### src/rtl/nec_prefetch_pkg.sv
// -----------------------------------------------------------------------------
// nec_prefetch_pkg
//   Shared types and helpers for the instruction prefetch unit.
//
//   Contents:
//     PFQ_SLOTS         number of physical prefetch-queue byte slots (always 8;
//                       the usable depth may be smaller, see nec_prefetch)
//     PHYS_W            width of a physical (segment:offset) address
//     prefetch_state_e  prefetch sequencer states
//     calc_phys_addr()  (seg << 4) + ofs, wrapping mod 2^20; also used by the
//                       execution-unit address path so both agree on wrap.
// -----------------------------------------------------------------------------
package nec_prefetch_pkg;

  localparam int PFQ_SLOTS = 8;
  localparam int PHYS_W    = 20;

  typedef enum logic [1:0] {
    PF_IDLE    = 2'd0,
    PF_REQ     = 2'd1,
    PF_DISCARD = 2'd2
  } prefetch_state_e;

  // Segment:offset to physical address. The carry out of bit 19 is dropped,
  // so addresses above 1 MiB wrap to the bottom of memory.
  function automatic logic [PHYS_W-1:0] calc_phys_addr(input logic [15:0] seg,
                                                       input logic [15:0] ofs);
    logic [PHYS_W-1:0] seg_base;
    logic [PHYS_W-1:0] ofs_ext;
    seg_base = {seg, 4'h0};
    ofs_ext  = {4'h0, ofs};
    return seg_base + ofs_ext;
  endfunction

endpackage

### src/rtl/nec_prefetch_if.sv
// -----------------------------------------------------------------------------
// nec_prefetch_if
//   Code-fetch channel between the prefetch unit (master) and the bus unit
//   (slave).
//
//   Signals:
//     bus_req   master -> slave  fetch request, held high until bus_ack
//     bus_addr  master -> slave  20-bit physical address, stable while bus_req
//     bus_word  master -> slave  1 = 16-bit fetch (even address), 0 = byte
//     bus_ack   slave  -> master request complete, bus_data valid this edge
//     bus_data  slave  -> master even byte on [7:0], odd byte on [15:8]
// -----------------------------------------------------------------------------
interface nec_prefetch_if;
  import nec_prefetch_pkg::*;

  logic              bus_req;
  logic [PHYS_W-1:0] bus_addr;
  logic              bus_word;
  logic              bus_ack;
  logic [15:0]       bus_data;

  modport master (
    output bus_req,
    output bus_addr,
    output bus_word,
    input  bus_ack,
    input  bus_data
  );

  modport slave (
    input  bus_req,
    input  bus_addr,
    input  bus_word,
    output bus_ack,
    output bus_data
  );

endinterface

### src/rtl/nec_prefetch.sv
// -----------------------------------------------------------------------------
// nec_prefetch
//   Instruction prefetch unit: the filler side of the 8-slot instruction
//   prefetch queue consumed by the decoder. Code bytes are fetched from
//   CS:fetch_ip through the bus unit and each byte is stored at
//   ipq[address mod 8], the same indexing the decoder uses
//   (ipq[pc[2:0] + ofs]). The number of valid bytes ahead of the decoder
//   (ipq_len) is derived from the fetch pointer and the decoder's pc.
//
//   Configuration:
//     WORD_BUS            1: 16-bit bus, word fetches from even addresses
//                         0: 8-bit bus, every fetch is a byte on lane 0
//     NEC_PFQ_DEPTH6_EN   when defined, the usable queue depth is 6 bytes
//                         (V30-style); storage remains 8 slots indexed mod 8.
//                         Undefined (default): depth 8.
//
//   Ports:
//     clk        system clock
//     reset      synchronous active-high reset, honoured on every clk edge
//     ce_1/ce_2  phase clock enables; state only moves on edges with either
//                set, new requests only issue on ce_1 edges
//     cs         code segment
//     decode_pc  decoder's current pc (consumer pointer)
//     set_pc     flush/redirect strobe, new_pc is the target
//     suspend    blocks issuing new fetches (outstanding fetch still finishes)
//     bus        code-fetch channel (nec_prefetch_if.master)
//     ipq        8 x 8-bit queue storage
//     ipq_len    valid bytes starting at decode_pc, 0..DEPTH
// -----------------------------------------------------------------------------
module nec_prefetch
  import nec_prefetch_pkg::*;
#(
  parameter bit WORD_BUS = 1'b1
) (
  input  logic                           clk,
  input  logic                           reset,
  input  logic                           ce_1,
  input  logic                           ce_2,
  input  logic [15:0]                    cs,
  input  logic [15:0]                    decode_pc,
  input  logic                           set_pc,
  input  logic [15:0]                    new_pc,
  input  logic                           suspend,
  nec_prefetch_if.master                 bus,
  output logic [PFQ_SLOTS-1:0][7:0]      ipq,
  output logic [3:0]                     ipq_len
);

  // Sequencer encodings, kept as plain constants so the state register is a
  // simple vector.
  localparam logic [1:0] ST_IDLE    = 2'(PF_IDLE);
  localparam logic [1:0] ST_REQ     = 2'(PF_REQ);
  localparam logic [1:0] ST_DISCARD = 2'(PF_DISCARD);

`ifdef NEC_PFQ_DEPTH6_EN
  localparam logic [3:0] DEPTH = 4'd6;
`else
  localparam logic [3:0] DEPTH = 4'd8;
`endif

  // ---------------------------------------------------------------------------
  // State
  // ---------------------------------------------------------------------------
  logic [1:0]                 state_q,    state_d;
  logic                       primed_q,   primed_d;
  logic [15:0]                fetch_ip_q, fetch_ip_d;
  logic                       req_q,      req_d;
  logic [PHYS_W-1:0]          addr_q,     addr_d;
  logic                       word_q,     word_d;
  logic [PFQ_SLOTS-1:0][7:0]  ipq_q,      ipq_d;

  // ---------------------------------------------------------------------------
  // Occupancy
  // ---------------------------------------------------------------------------
  logic        adv;
  logic [15:0] diff;
  logic [3:0]  len_raw;
  logic [3:0]  free;
  logic        can_word;
  logic        can_byte;
  logic        may_issue;
  logic [2:0]  slot_lo;
  logic [2:0]  slot_hi;

  // Byte lane for a single-byte fetch. On a 16-bit bus the odd byte of the
  // addressed word arrives on the high lane; an 8-bit bus always uses lane 0.
  function automatic logic [7:0] pick_byte(input logic [15:0] data,
                                           input logic        odd);
    if (WORD_BUS && odd) begin
      return data[15:8];
    end
    return data[7:0];
  endfunction

  assign adv = ce_1 | ce_2;

  // The fetch pointer runs ahead of decode_pc by at most DEPTH, so the modular
  // difference is the fill level. Any larger difference (e.g. decode_pc not
  // yet caught up after a redirect) is clamped to a full queue, which also
  // keeps the fetcher from overwriting bytes the decoder may still read.
  assign diff    = fetch_ip_q - decode_pc;
  assign len_raw = (diff >= {12'd0, DEPTH}) ? DEPTH : diff[3:0];

  // Nothing is valid before the first redirect, nor while the data of a
  // flushed request is still on its way.
  always_comb begin
    ipq_len = len_raw;
    if (!primed_q || (state_q == ST_DISCARD)) begin
      ipq_len = 4'd0;
    end
  end

  assign free = DEPTH - ipq_len;

  // Word fetches only from even addresses, so a word never straddles the
  // 0xFFFF/0x0000 segment wrap; an odd pointer first realigns with a byte.
  assign can_word  = WORD_BUS && !fetch_ip_q[0] && (free >= 4'd2);
  assign can_byte  = (!WORD_BUS || fetch_ip_q[0]) && (free >= 4'd1);
  assign may_issue = ce_1 && primed_q && !suspend && !set_pc &&
                     (can_word || can_byte);

  assign slot_lo = fetch_ip_q[2:0];
  assign slot_hi = fetch_ip_q[2:0] + 3'd1;

  // ---------------------------------------------------------------------------
  // Next-state
  // ---------------------------------------------------------------------------
  always_comb begin
    state_d    = state_q;
    primed_d   = primed_q;
    fetch_ip_d = fetch_ip_q;
    req_d      = req_q;
    addr_d     = addr_q;
    word_d     = word_q;
    ipq_d      = ipq_q;

    if (adv) begin
      // A redirect always retargets the fetch pointer, whatever the state.
      if (set_pc) begin
        fetch_ip_d = new_pc;
        primed_d   = 1'b1;
      end

      case (state_q)
        ST_IDLE: begin
          if (may_issue) begin
            state_d = ST_REQ;
            req_d   = 1'b1;
            addr_d  = calc_phys_addr(cs, fetch_ip_q);
            word_d  = can_word;
          end
        end

        ST_REQ: begin
          if (bus.bus_ack) begin
            req_d   = 1'b0;
            state_d = ST_IDLE;
            // Data arriving on the same edge as a redirect belongs to the old
            // stream and is dropped.
            if (!set_pc) begin
              if (word_q) begin
                ipq_d[slot_lo] = bus.bus_data[7:0];
                ipq_d[slot_hi] = bus.bus_data[15:8];
                fetch_ip_d     = fetch_ip_q + 16'd2;
              end else begin
                ipq_d[slot_lo] = pick_byte(bus.bus_data, fetch_ip_q[0]);
                fetch_ip_d     = fetch_ip_q + 16'd1;
              end
            end
          end else if (set_pc) begin
            // The bus unit cannot withdraw a request, so keep it asserted
            // and swallow its data when it eventually completes.
            state_d = ST_DISCARD;
          end
        end

        ST_DISCARD: begin
          if (bus.bus_ack) begin
            req_d   = 1'b0;
            state_d = ST_IDLE;
          end
        end

        default: begin
          state_d = ST_IDLE;
          req_d   = 1'b0;
        end
      endcase
    end
  end

  // ---------------------------------------------------------------------------
  // Registers
  // ---------------------------------------------------------------------------
  always_ff @(posedge clk) begin
    if (reset) begin
      state_q    <= ST_IDLE;
      primed_q   <= 1'b0;
      fetch_ip_q <= 16'h0000;
      req_q      <= 1'b0;
      addr_q     <= '0;
      word_q     <= 1'b0;
      ipq_q      <= '0;
    end else begin
      state_q    <= state_d;
      primed_q   <= primed_d;
      fetch_ip_q <= fetch_ip_d;
      req_q      <= req_d;
      addr_q     <= addr_d;
      word_q     <= word_d;
      ipq_q      <= ipq_d;
    end
  end

  assign bus.bus_req  = req_q;
  assign bus.bus_addr = addr_q;
  assign bus.bus_word = word_q;
  assign ipq          = ipq_q;

endmodule

### src/flat_wrapper.sv
// flat-port wrapper written by rule: the top's interface ports become plain ports
module nec_prefetch_flat import nec_prefetch_pkg::*;
#(
  parameter bit WORD_BUS = 1'b1
)
  (clk, reset, ce_1, ce_2, cs, decode_pc, set_pc, new_pc, suspend, ipq, ipq_len, bus_bus_req, bus_bus_addr, bus_bus_word, bus_bus_ack, bus_bus_data);
  nec_prefetch_if bus_i ();
  input  logic clk;
  input  logic reset;
  input  logic ce_1;
  input  logic ce_2;
  input  logic [15:0] cs;
  input  logic [15:0] decode_pc;
  input  logic set_pc;
  input  logic [15:0] new_pc;
  input  logic suspend;
  output logic [PFQ_SLOTS-1:0][7:0] ipq;
  output logic [3:0] ipq_len;
  output wire logic [$bits(bus_i.bus_req)-1:0] bus_bus_req;
  output wire logic [$bits(bus_i.bus_addr)-1:0] bus_bus_addr;
  output wire logic [$bits(bus_i.bus_word)-1:0] bus_bus_word;
  input wire logic [$bits(bus_i.bus_ack)-1:0] bus_bus_ack;
  input wire logic [$bits(bus_i.bus_data)-1:0] bus_bus_data;
  assign bus_bus_req = bus_i.bus_req;
  assign bus_bus_addr = bus_i.bus_addr;
  assign bus_bus_word = bus_i.bus_word;
  assign bus_i.bus_ack = bus_bus_ack;
  assign bus_i.bus_data = bus_bus_data;
  nec_prefetch #(.WORD_BUS(WORD_BUS)) u_core (.clk(clk), .reset(reset), .ce_1(ce_1), .ce_2(ce_2), .cs(cs), .decode_pc(decode_pc), .set_pc(set_pc), .new_pc(new_pc), .suspend(suspend), .bus(bus_i), .ipq(ipq), .ipq_len(ipq_len));
endmodule
### config.mk
export PLATFORM = sky130hd
export DESIGN_NAME = nec_prefetch_flat
export DESIGN_NICKNAME = d
export VERILOG_FILES = /design/src/rtl/nec_prefetch_pkg.sv /design/src/rtl/nec_prefetch_if.sv /design/src/rtl/nec_prefetch.sv /design/src/flat_wrapper.sv
export SDC_FILE = /design/constraint.sdc
export NUM_CORES = 1
export LEC_CHECK = 0
export BUFFER_PORTS_ARGS = -buffer_cell sky130_fd_sc_hd__buf_4
export CAP_MARGIN = 20
export CORE_ASPECT_RATIO = 1.5
export CORE_UTILIZATION = 50
export CTS_CLUSTER_DIAMETER = 150
export DETAILED_ROUTE_END_ITERATION = 6
export PLACE_DENSITY = 0.78
export SYNTH_ARGS = -nofsm -noshare
export SYNTH_HDL_FRONTEND = slang
export SYNTH_SLANG_ARGS = --single-unit
### constraint.sdc
create_clock -name clk -period 4.5 [get_ports clk]
set_clock_uncertainty 0.15 [all_clocks]
set_input_delay 0.225 -clock clk [delete_from_list [all_inputs] [get_ports clk]]
set_output_delay 0.225 -clock clk [all_outputs]
set_load 0.01 [all_outputs]
==> impl_metrics.py, run 1 <==
metrics = {
    "route": {
        "drt-initial-drc-count": 321,
        "drtPass1Iterations": 6,
        "detail_route.wl_per_cell_microns": 17.97,
        "antenna_left": 0,
        "drc": 0,
        "route.vias.total": 7231,
        "wl_microns": 21550,
        "via_per_inst": 6.031,
    },
    "floorplanning": {
        "fp.coreArea_sq_um": 13400,
        "placementRows": 52,
        "dieArea_sq_um": 14190,
        "die_y_microns": 145.4,
        "start_util": 0.5114,
        "num_io_pins": 161,
        "die_w_microns": 97.60,
    },
    "power_and_ir_drop": {
        "vdd_drop_max_uv": 171.8,
        "leakagePower_nw": 3.563,
        "p_per_area_nw_per_um2": 256.9,
    },
    "timing": {
        "worst_pin_slew_ps": 1020,
        "fin_tns_setup_ps": 0,
        "finalSetupViolCount": 0,
        "relSlewSlack": 0.3201,
        "max_freq_mhz": 226.6,
        "slew_viol_final": 0,
        "fin_crit_ps": 4413,
        "timing.final.crit_share": 0.9807,
        "hold_viol": 0,
    },
    "finish": {
        "final_core_util": 0.6374,
        "layout.nets": 1144,
        "final_cell_area_sq_um": 8543,
        "syn_to_final_growth_pct": 24.64,
        "regArea_sq_um": 2102,
        "n_antenna_cell": 0,
        "num-fill-cells": 1226,
        "multi_input_area_sq_um": 4367,
        "drive_gt1_frac": 0.2295,
    },
    "clock_tree": {
        "ctsHoldBuffers": 0,
        "worstSkewPairLatency_ps": 350,
        "clockBufferDepth": 2,
        "clockRootBuffer": "clkbuf_16",
        "cts_made_buffers": 9,
        "htreeDepth": 3,
        "clock-sinks": 105,
        "path_clk_slew_ps": 70,
        "cts_tree": "built",
    },
    "synthesis": {
        "synth.avg_cell_area_sq_um": 7.607,
        "synth_edf_count": 0,
        "synth_cell_types": 69,
        "yosysWarnings": 0,
        "synth_fp_nets": 1013,
        "async_flop_share": 0,
        "synthFlopType": "dfxtp_1",
        "syn-instance-count": 901,
        "synth_seq_cells": 105,
        "yosysSeqAreaShare": 0.3067,
        "netlist_area_sq_um": 6854,
    },
    "grt": {
        "grt_pass1_wl_microns": 33920,
        "grt_max_degree": 93,
        "grt_pass1_vias": 6685,
        "grt_usage": 0.2970,
        "overflow": 0,
        "antenna_found_initial": 0,
    },
    "worst_setup_path": {
        "arrival_ps": 4500,
        "startpoint_type": "register",
        "path_max_fanout": 5,
        "cp_data_required_time_ps": 4580,
        "critPathCaptureType": "register",
        "crit_type": "register to register",
    },
    "worst_hold_path": {
        "hold_class": "input port to register",
    },
    "place": {
        "gp_congestion": 0.9063,
        "dp_hpwl_microns": 16060,
        "postPlaceCellArea_sq_um": 8189,
        "portBuffers": 160,
    },
    "flow_run": {
        "max_cap_violations": 0,
    },
    "status": {
        "outcome": "completed",
    },
}
[per-layer routing]
metal  global-route usage  up-vias  part of all wire
li1                     -     3489                 -
met1               0.3286     3392              0.38
met2               0.5458      287              0.53
met3              0.04035       63             0.054
met4               0.1522        0             0.043
met5                    0        -                 0
[path summary, 6_finish.rpt]
path | start | to | slack (ps) | depth (start not counted)
setup / recovery | u_core.fetch_ip_q[0] | u_core.bus.bus_addr[15] | 90 | 18
hold / removal | new_pc[6] | u_core.fetch_ip_q[6] | 40 | 3
setup reg to reg | u_core.fetch_ip_q[0] | u_core.bus.bus_addr[15] | 90 | 18
hold reg to reg | u_core.bus.bus_addr[13] | u_core.bus.bus_addr[13] | 310 | 2
[layout make-up]
cell class,count,share of cell area
multi-input cells,691,0.5111
clock inverters,5,0.005272
well taps,162,0.02373
inverters,36,0.01582
flip-flops and latches,105,0.2460
clock buffers,11,0.02841
repair buffers,189,0.1696
[registers in the layout (all words and copies together), names as in the netlist]
signal / cells
u_core.bus.bus_addr: 20
u_core.bus.bus_req: 1
u_core.bus.bus_word: 1
u_core.fetch_ip_q: 16
u_core.ipq: 64
u_core.primed_q: 1
u_core.state_q: 2
[worst max-delay path, stage by stage (launching register included)]
cell,delay [ps]
dfxtp_1,320
inv_2,60
ha_2,180
inv_1,50
fa_2,370
a211oi_2,280
o211ai_1,150
a221oi_1,300
a31oi_1,80
a21oi_1,120
and4_1,240
or3b_4,390
or3_4,360
ha_1,220
inv_2,70
and4_4,220
o211ai_4,110
a21oi_4,260
mux2_1,360
[where the power goes]
part           leakage (nW)  switching (mW)  internal [mW]
combinational          2.58           0.274          0.194
clock                 0.139           0.368          0.400
sequential            0.849          0.0158          0.943
[cell usage after synthesis, types with 4 or more instances]
master | instances | area (sq um)
nand3_1 | 29 | 145.1
a21o_1 | 10 | 75.07
a21oi_1 | 91 | 455.4
xnor2_1 | 13 | 113.9
buf_1 | 17 | 63.81
nor2b_1 | 11 | 68.82
a211oi_2 | 4 | 50.05
inv_1 | 35 | 131.4
xor2_1 | 8 | 70.07
mux2i_1 | 17 | 170.2
and2_1 | 7 | 43.79
a22oi_1 | 65 | 488.0
dfxtp_1 | 105 | 2102
o21ai_0 | 34 | 170.2
clkbuf_1 | 45 | 168.9
nor2_1 | 152 | 570.6
or3_1 | 5 | 31.28
a211oi_1 | 37 | 277.8
and3_1 | 7 | 43.79
nor3_1 | 17 | 85.08
ha_1 | 39 | 488.0
o31ai_1 | 4 | 30.03
nand2_1 | 58 | 217.7
a22o_1 | 4 | 35.03
o21ai_1 | 8 | 40.04
a31oi_1 | 5 | 31.28
nand4_1 | 4 | 25.02
[placed cells by master, fill, tap and decap left out, drive strengths merged, types with 3 or more instances in the layout]
cell	Yosys	routed
a211o	3	3
a211oi	41	41
a21o	10	10
a21oi	95	95
a22o	4	4
a22oi	65	65
a31oi	8	8
and2	7	7
and3	7	7
buf	24	188
clkbuf	45	12
dfxtp	105	105
ha	39	39
inv	36	39
mux2i	17	17
nand2	58	58
nand2b	3	3
nand3	29	29
nand4	4	4
nor2	153	153
nor2b	11	11
nor3	17	17
o211ai	4	4
o21ai	42	42
o21bai	3	3
o31ai	4	4
or2	4	4
or3	5	5
xnor2	13	13
xor2	8	8
[cells by family (layout without fill, tap and decap cells)]
group	count (synthesis)	in the layout	share of synthesized area
simple gates	312	312	0.2037
fa+ha+maj	41	41	0.07704
buf+inv	105	241	0.06188
mux	19	19	0.02811
flops	105	105	0.3067
xor+xnor	21	21	0.02684
compound gates	298	298	0.2957
[stage by stage]
step | worst slack [ps] | power (mW) | hold slack, ps | std cells
after detailed placement | 56.97 | 1.434 | 302.2 | 1181
after global routing | -12.58 | 2.286 | 68.37 | 1199
after CTS | 53.44 | 2.196 | 34.86 | 1197
after global placement | 162.9 | 1.432 | 295.0 | 1181
after floorplan | 19.56 | 1.277 | 278.2 | 901
final | 87.01 | 2.195 | 39.17 | 1199
[what timing repair did]
action,CTS,global route
gates resized for setup,1,9
pin swaps,0,1
buffers inserted,0,1
endpoints found under the setup margin,2,22
gates cloned,0,1
No activity file was read; power rests on OpenSTA's default activity.
==> inputs of run 2 (changes only) <==
--- a/config.mk
+++ b/config.mk
@@ -5,13 +5,14 @@
 export SDC_FILE = /design/constraint.sdc
 export NUM_CORES = 1
 export LEC_CHECK = 0
+export ABC_AREA = 1
 export BUFFER_PORTS_ARGS = -buffer_cell sky130_fd_sc_hd__buf_4
 export CAP_MARGIN = 20
 export CORE_ASPECT_RATIO = 1.5
 export CORE_UTILIZATION = 50
 export CTS_CLUSTER_DIAMETER = 150
 export DETAILED_ROUTE_END_ITERATION = 6
-export PLACE_DENSITY = 0.78
+export PLACE_DENSITY = 0.77
 export SYNTH_ARGS = -nofsm -noshare
 export SYNTH_HDL_FRONTEND = slang
 export SYNTH_SLANG_ARGS = --single-unit
==> impl_metrics.py, run 2 <==
metrics = {
    "timing": {
        "max_freq_mhz": 251.5,
        "hold_viol": 0,
        "slew_viol_final": 0,
        "timing.final.crit_share": 0.8836,
        "fin_tns_setup_ps": 0,
        "worst_pin_slew_ps": 1242,
        "finalSetupViolCount": 0,
        "layout_setup_ws_ps": 523.7,
        "relSlewSlack": 0.1658,
        "fin_crit_ps": 3976,
        "rsz0062_at_grt": "no",
    },
    "worst_hold_path": {
        "min_from": "new_pc[1]",
        "min_path_cells": 3,
        "hold_class": "input port to register",
        "hold_path_end": "u_core.fetch_ip_q[1]",
    },
    "clock_tree": {
        "clockRootBuffer": "clkbuf_16",
        "worstSkewPairLatency_ps": 350,
        "clock-sinks": 105,
        "path_clk_slew_ps": 80,
        "clockBufferDepth": 2,
        "cts_made_buffers": 9,
        "cts_tree": "built",
        "htreeDepth": 3,
    },
    "finish": {
        "final_cell_area_sq_um": 8937,
        "num-fill-cells": 1399,
        "final_cell_count_no_fill": 1469,
        "layout_commonest_cell": "nand2_1",
        "n_antenna_cell": 0,
        "drive_gt1_frac": 0.1699,
        "largest_reg_flops": 64,
        "final_cell_mix": "nand2_1, buf_4, inv_1",
        "layout.nets": 1384,
        "syn_to_final_growth_pct": 23.56,
        "final_core_util": 0.6357,
    },
    "synthesis": {
        "yosysWarnings": 0,
        "synth.avg_cell_area_sq_um": 6.435,
        "async_flop_share": 0,
        "synth_seq_cells": 105,
        "synth_top_area_share": 0.2906,
        "synth_fp_nets": 1236,
        "synth_edf_count": 0,
        "yosysSeqAreaShare": 0.2906,
        "synth_commonest_cells": "nand2_1, inv_1, nor2_1, o21ai_0, dfxtp_1",
        "synth_cell_types": 47,
        "netlist_area_sq_um": 7233,
        "synth_top_area_cell": "dfxtp_1",
        "yosys.cell_count.top_type": "nand2_1",
        "syn-instance-count": 1124,
        "synthFlopType": "dfxtp_1",
        "ys_top_cells_by_area": "dfxtp_1, nand2_1, o21ai_0, inv_1, nor2_1",
    },
    "grt": {
        "use_met1": 0.3262,
        "top_usage_layer": "met2",
        "overflow": 0,
        "grt_pass1_vias": 7637,
        "grt_usage": 0.3075,
        "grt_max_degree": 50,
        "grtUsageMet3": 0.03280,
        "antenna_found_initial": 0,
        "met2_usage": 0.5712,
        "grt_pass1_wl_microns": 36200,
    },
    "place": {
        "portBuffers": 160,
        "postPlaceCellArea_sq_um": 8587,
        "dp_slack_ps": 467.9,
        "gp_congestion": 0.9394,
        "dp_hpwl_microns": 17400,
        "dp_cells": 1451,
    },
    "route": {
        "detail_route.wl_per_cell_microns": 16.15,
        "via_per_inst": 5.638,
        "wl_microns": 23730,
        "drc": 0,
        "drtPass1Iterations": 5,
        "drt-initial-drc-count": 478,
        "route.vias.total": 8282,
        "antenna_left": 0,
    },
    "worst_setup_path": {
        "path_max_fanout": 21,
        "r2r_end": "u_core.bus.bus_addr[5]",
        "critPathTopFamily": "simple AND/OR/NAND/NOR gates",
        "arrival_ps": 4120,
        "cp.buffers_inverters": 4,
        "startpoint_type": "register",
        "crit_type": "register to register",
        "cp_slowest_stage_delay_ps": 430,
        "cp_common_cell": "nand2_1",
        "path_cells": "inv_1 > ha_1 > inv_1 > fa_1 > nand2_1 > nand3_1 > nand3_1 > nand2_1 > nand2_1 > nand2_1 > nand2_1 > nand2_1 > nor2_1 > nand3_1 > nor2_4 > nand2_1 > inv_1 > ha_1 > inv_1 > nor2_1 > nand4_2 > nand4_4 > or2_0 > a21oi_1",
        "critPathCaptureType": "register",
        "worstRegToRegCells": 24,
        "cp_data_required_time_ps": 4640,
        "r2r_slack_ps": 520,
        "cp_slowest_cell": "fa_1",
        "r2r_start": "u_core.fetch_ip_q[0]",
    },
    "status": {
        "outcome": "completed",
    },
    "floorplanning": {
        "die_y_microns": 149.3,
        "fp.coreArea_sq_um": 14060,
        "die_w_microns": 100.2,
        "start_util": 0.5145,
        "placementRows": 53,
        "num_io_pins": 161,
        "dieArea_sq_um": 14960,
    },
    "flow_run": {
        "max_cap_violations": 0,
    },
    "power_and_ir_drop": {
        "p_per_area_nw_per_um2": 268.0,
        "vdd_drop_max_uv": 225.0,
        "leakagePower_nw": 4.254,
    },
}
run 2: changes by cell type after synthesis, moves of 15 or more:
cell,change
a211oi_1,-32
nand2_1,+195
nand3_1,+15
a22oi_1,-64
buf_1,-16
inv_1,+105
o21ai_0,+77
a31oi_1,+33
mux2i_1,-17
o22ai_1,+62
a21oi_1,-42
clkbuf_1,-18
nor2_1,-19
run 2: worst reg2reg max path, stage by stage, from the launching register on:
cell and delay [ps]:
dfxtp_1 310, inv_1 190, ha_1 190, inv_1 80, fa_1 430, nand2_1 110
nand3_1 110, nand3_1 110, nand2_1 70, nand2_1 60, nand2_1 60, nand2_1 60
nand2_1 40, nor2_1 130, nand3_1 140, nor2_4 150, nand2_1 100, inv_1 120
ha_1 250, inv_1 60, nor2_1 40, nand4_2 200, nand4_4 310, or2_0 340
a21oi_1 120
run 2: per-layer routing:
layer  wire length (microns)  share of wire
met4                    1391          0.059
met3                    1571          0.066
met2                   12280           0.52
met1                    8491           0.36
met5                       0              0
run 2: worst max path at each step:
stage                          from                       to  slack [ps]  cells past startpoint
2_1_floorplan  u_core.fetch_ip_q[0]  u_core.bus.bus_addr[19]        1140                     25
3_3_place_gp   u_core.fetch_ip_q[0]   u_core.bus.bus_addr[5]         640                     24
3_5_place_dp   u_core.fetch_ip_q[0]   u_core.bus.bus_addr[5]         470                     24
4_1_cts        u_core.fetch_ip_q[0]   u_core.bus.bus_addr[5]         440                     24
5_1_grt        u_core.fetch_ip_q[0]   u_core.bus.bus_addr[5]         130                     24
6_report       u_core.fetch_ip_q[0]   u_core.bus.bus_addr[5]         520                     24
run 2: timing repair:
action | in CTS | in global routing
endpoints found under the hold margin | 1 | 0
setup buffers | 0 | 0
hold buffers | 1 | 0
endpoints found under the setup margin | 0 | 4
resized for setup | 0 | 1
run 2: layout make-up:
| type | count | area (sq um) | share of cell area |
|---|---|---|---|
| Clock buffer | 9 | 225.2 | 0.02520 |
| Clock inverter | 7 | 93.84 | 0.01050 |
| Inverter | 157 | 589.3 | 0.06594 |
| Multi-Input combinational cell | 830 | 4415 | 0.4940 |
| Sequential cell | 105 | 2102 | 0.2352 |
| Tap cell | 192 | 240.2 | 0.02688 |
| Timing Repair Buffer | 169 | 1271 | 0.1422 |
run 2: logic make-up after synthesis:
logic type / Yosys count / synth area share
flops: 105 / 0.2906
compound gates: 290 / 0.2314
buf+inv: 190 / 0.1019
fa+ha+maj: 41 / 0.07300
xor+xnor: 17 / 0.02059
simple gates: 481 / 0.2825
run 2: per-stage QoR:
| stage | power, mW | hold WS [ps] |
|---|---|---|
| 2_1_floorplan | 1.369 | 226.7 |
| 3_3_place_gp | 1.543 | 284.3 |
| 3_5_place_dp | 1.548 | 287.6 |
| 4_1_cts | 2.387 | 5.408 |
| 5_1_grt | 2.501 | 33.52 |
| 6_report | 2.395 | 5.641 |
run 2: report_power, final:
part	internal (mW)	switching, mW	leakage [nW]
Sequential	0.947	0.0275	0.850
Combinational	0.206	0.364	3.25
Clock	0.448	0.403	0.153
Total	1.60	0.794	4.25
==> inputs of run 3 (changes only) <==
--- a/config.mk
+++ b/config.mk
@@ -13,6 +13,7 @@
 export CTS_CLUSTER_DIAMETER = 150
 export DETAILED_ROUTE_END_ITERATION = 6
 export PLACE_DENSITY = 0.77
+export REMOVE_ABC_BUFFERS = 1
 export SYNTH_ARGS = -nofsm -noshare
 export SYNTH_HDL_FRONTEND = slang
 export SYNTH_SLANG_ARGS = --single-unit
==> impl_metrics.py, run 3 (synthesized netlist as in run 2, its figures left out) <==
metrics = {
    "worst_setup_path": {
        "startpoint_type": "register",
        "r2r_start": "u_core.fetch_ip_q[0]",
        "path_cells": "inv_1 > ha_1 > inv_1 > fa_1 > nand2_1 > nand3_1 > nand3_1 > nand2_1 > nand2_1 > nand2_1 > nand2_1 > nand2_1 > nor2_1 > nand3_1 > nor2_4 > nand2_1 > ha_1 > nand2_1 > nand2_1 > nand4_2 > nand4_2 > nand2_1 > a21oi_2",
        "path_max_fanout": 21,
        "arrival_ps": 4170,
        "cp_slowest_cell": "nand4_2",
        "cp_data_required_time_ps": 4590,
        "r2r_end": "u_core.bus.bus_addr[11]",
        "r2r_slack_ps": 420,
        "worstRegToRegCells": 23,
        "cp_slowest_stage_delay_ps": 520,
        "crit_type": "register to register",
        "cp_common_cell": "nand2_1",
        "critPathCaptureType": "register",
    },
    "timing": {
        "fin_crit_ps": 4079,
        "finalSetupViolCount": 0,
        "worst_pin_slew_ps": 916.7,
        "hold_viol": 0,
        "max_freq_mhz": 245.1,
        "relSlewSlack": 0.3841,
        "rsz0062_at_grt": "no",
        "fin_tns_setup_ps": 0,
        "timing.final.crit_share": 0.9065,
        "slew_viol_final": 0,
    },
    "worst_hold_path": {
        "min_from": "new_pc[4]",
        "hold_class": "input port to register",
        "min_path_cells": 3,
        "hold_path_end": "u_core.fetch_ip_q[4]",
    },
    "route": {
        "via_per_inst": 5.485,
        "drtPass1Iterations": 5,
        "detail_route.wl_per_cell_microns": 15.52,
        "wl_microns": 22810,
        "antenna_left": 0,
        "route.vias.total": 8063,
        "drc": 0,
        "drt-initial-drc-count": 459,
    },
    "place": {
        "portBuffers": 160,
        "gp_congestion": 0.9489,
        "dp_hpwl_microns": 17060,
        "postPlaceCellArea_sq_um": 8579,
    },
    "finish": {
        "layout.nets": 1385,
        "syn_to_final_growth_pct": 23.30,
        "n_antenna_cell": 0,
        "final_cell_area_sq_um": 8919,
        "drive_gt1_frac": 0.1698,
        "final_cell_mix": "nand2_1, buf_4, inv_1",
        "layout_commonest_cell": "nand2_1",
        "largest_reg_flops": 64,
    },
    "grt": {
        "grt_max_degree": 57,
        "grt_pass1_wl_microns": 35270,
        "antenna_found_initial": 0,
        "grt_usage": 0.2992,
        "grt_pass1_vias": 7291,
        "overflow": 0,
    },
    "floorplanning": {
        "dieArea_sq_um": 14960,
        "fp.coreArea_sq_um": 14060,
        "die_y_microns": 149.3,
        "die_w_microns": 100.2,
        "num_io_pins": 161,
        "placementRows": 53,
        "start_util": 0.5145,
    },
    "clock_tree": {
        "htreeDepth": 3,
        "cts_made_buffers": 9,
        "clockRootBuffer": "clkbuf_16",
        "worstSkewPairLatency_ps": 350,
        "clock-sinks": 105,
        "post_cts_buffers": 0,
        "cts_tree": "built",
        "clockBufferDepth": 2,
        "path_clk_slew_ps": 80,
    },
    "power_and_ir_drop": {
        "vdd_drop_max_uv": 183.3,
        "leakagePower_nw": 4.252,
        "p_per_area_nw_per_um2": 261.1,
    },
    "status": {
        "outcome": "completed",
    },
    "flow_run": {
        "max_cap_violations": 0,
    },
}
==> run 3: cell count changes in the layout (fill, tap and decap cells not counted) <==
cell           previous run  this run
dlygate4sd3_1             1         2
bufinv_16                 1         0
clkinv_2                  0         1
nand4_4                   2         1
nand4_2                   1         2
clkinv_4                  1         0
clkbuf_8                  0         1
==> run 3: layout make-up <==
| type | instances | area [sq um] |
|---|---|---|
| clock inverters | 6 | 60.06 |
| clock buffers | 10 | 239.0 |
| flip-flops and latches | 105 | 2102 |
| multi-input cells | 830 | 4407 |
| repair buffers | 170 | 1281 |
| well taps | 192 | 240.2 |
| inverters | 157 | 589.3 |
| fillers | 1402 | 5140 |
==> run 3: stage by stage <==
stage / power [mW] / setup slack [ps] / hold WS [ps] / std cells / util
4_1_cts: 2.331 / 452.9 / 10.53 / 1468 / 0.6330
2_1_floorplan: 1.358 / 518.0 / 137.4 / 1091 / -
3_5_place_dp: 1.545 / 469.0 / 286.2 / 1450 / 0.6103
6_report: 2.329 / 420.8 / 24.11 / 1470 / 0.6344
3_3_place_gp: 1.540 / 625.4 / 283.1 / 1450 / 0.6103
5_1_grt: 2.445 / 10.94 / 19.36 / 1470 / 0.6344
==> run 3: per-layer routing <==
layer	part of all wire	wire length [microns]	GRT usage	vias to the layer above
met4	0.057	1302	0.1768	0
met5	0	0	0	-
li1	-	-	-	4058
met3	0.074	1693	0.04639	84
met1	0.37	8549	0.3479	3551
met2	0.49	11260	0.5137	370
==> run 3: worst max path at each step <==
| stage | startpoint | cells after the start | endpoint |
|---|---|---|---|
| after detailed placement | u_core.fetch_ip_q[0] | 24 | u_core.bus.bus_addr[5] |
| final | u_core.fetch_ip_q[0] | 23 | u_core.bus.bus_addr[11] |
| after CTS | u_core.fetch_ip_q[0] | 23 | u_core.bus.bus_addr[5] |
| after global placement | u_core.fetch_ip_q[0] | 23 | u_core.bus.bus_addr[5] |
| after floorplan | u_core.fetch_ip_q[0] | 23 | u_core.bus.bus_addr[5] |
| after global routing | u_core.fetch_ip_q[0] | 22 | u_core.bus.bus_addr[9] |
==> run 3: timing repair <==
item / 4_1_cts / 5_1_grt
setup endpoints to repair: 0 / 2
resized for setup: 0 / 0
hold endpoints to repair: 2 / 0
hold buffers: 2 / 0
==> run 3: power by group <==
group          internal, mW  switching (mW)  total (mW)  leakage (nW)
Sequential            0.947          0.0303       0.977         0.850
Combinational         0.206           0.356       0.561          3.26
Clock                 0.405           0.386       0.790         0.146
Total                  1.56           0.772        2.33          4.25
==> run 3: critical path, delay by kind of cell (launching register included) <==
| kind | cells | cell delay [ps] |
|---|---|---|
| AOI/OAI and AO/OA | 1 | 70 |
| adders and majority gates | 3 | 860 |
| buffers and inverters | 2 | 290 |
| DFF | 1 | 310 |
| and+or+nand+nor | 17 | 2280 |
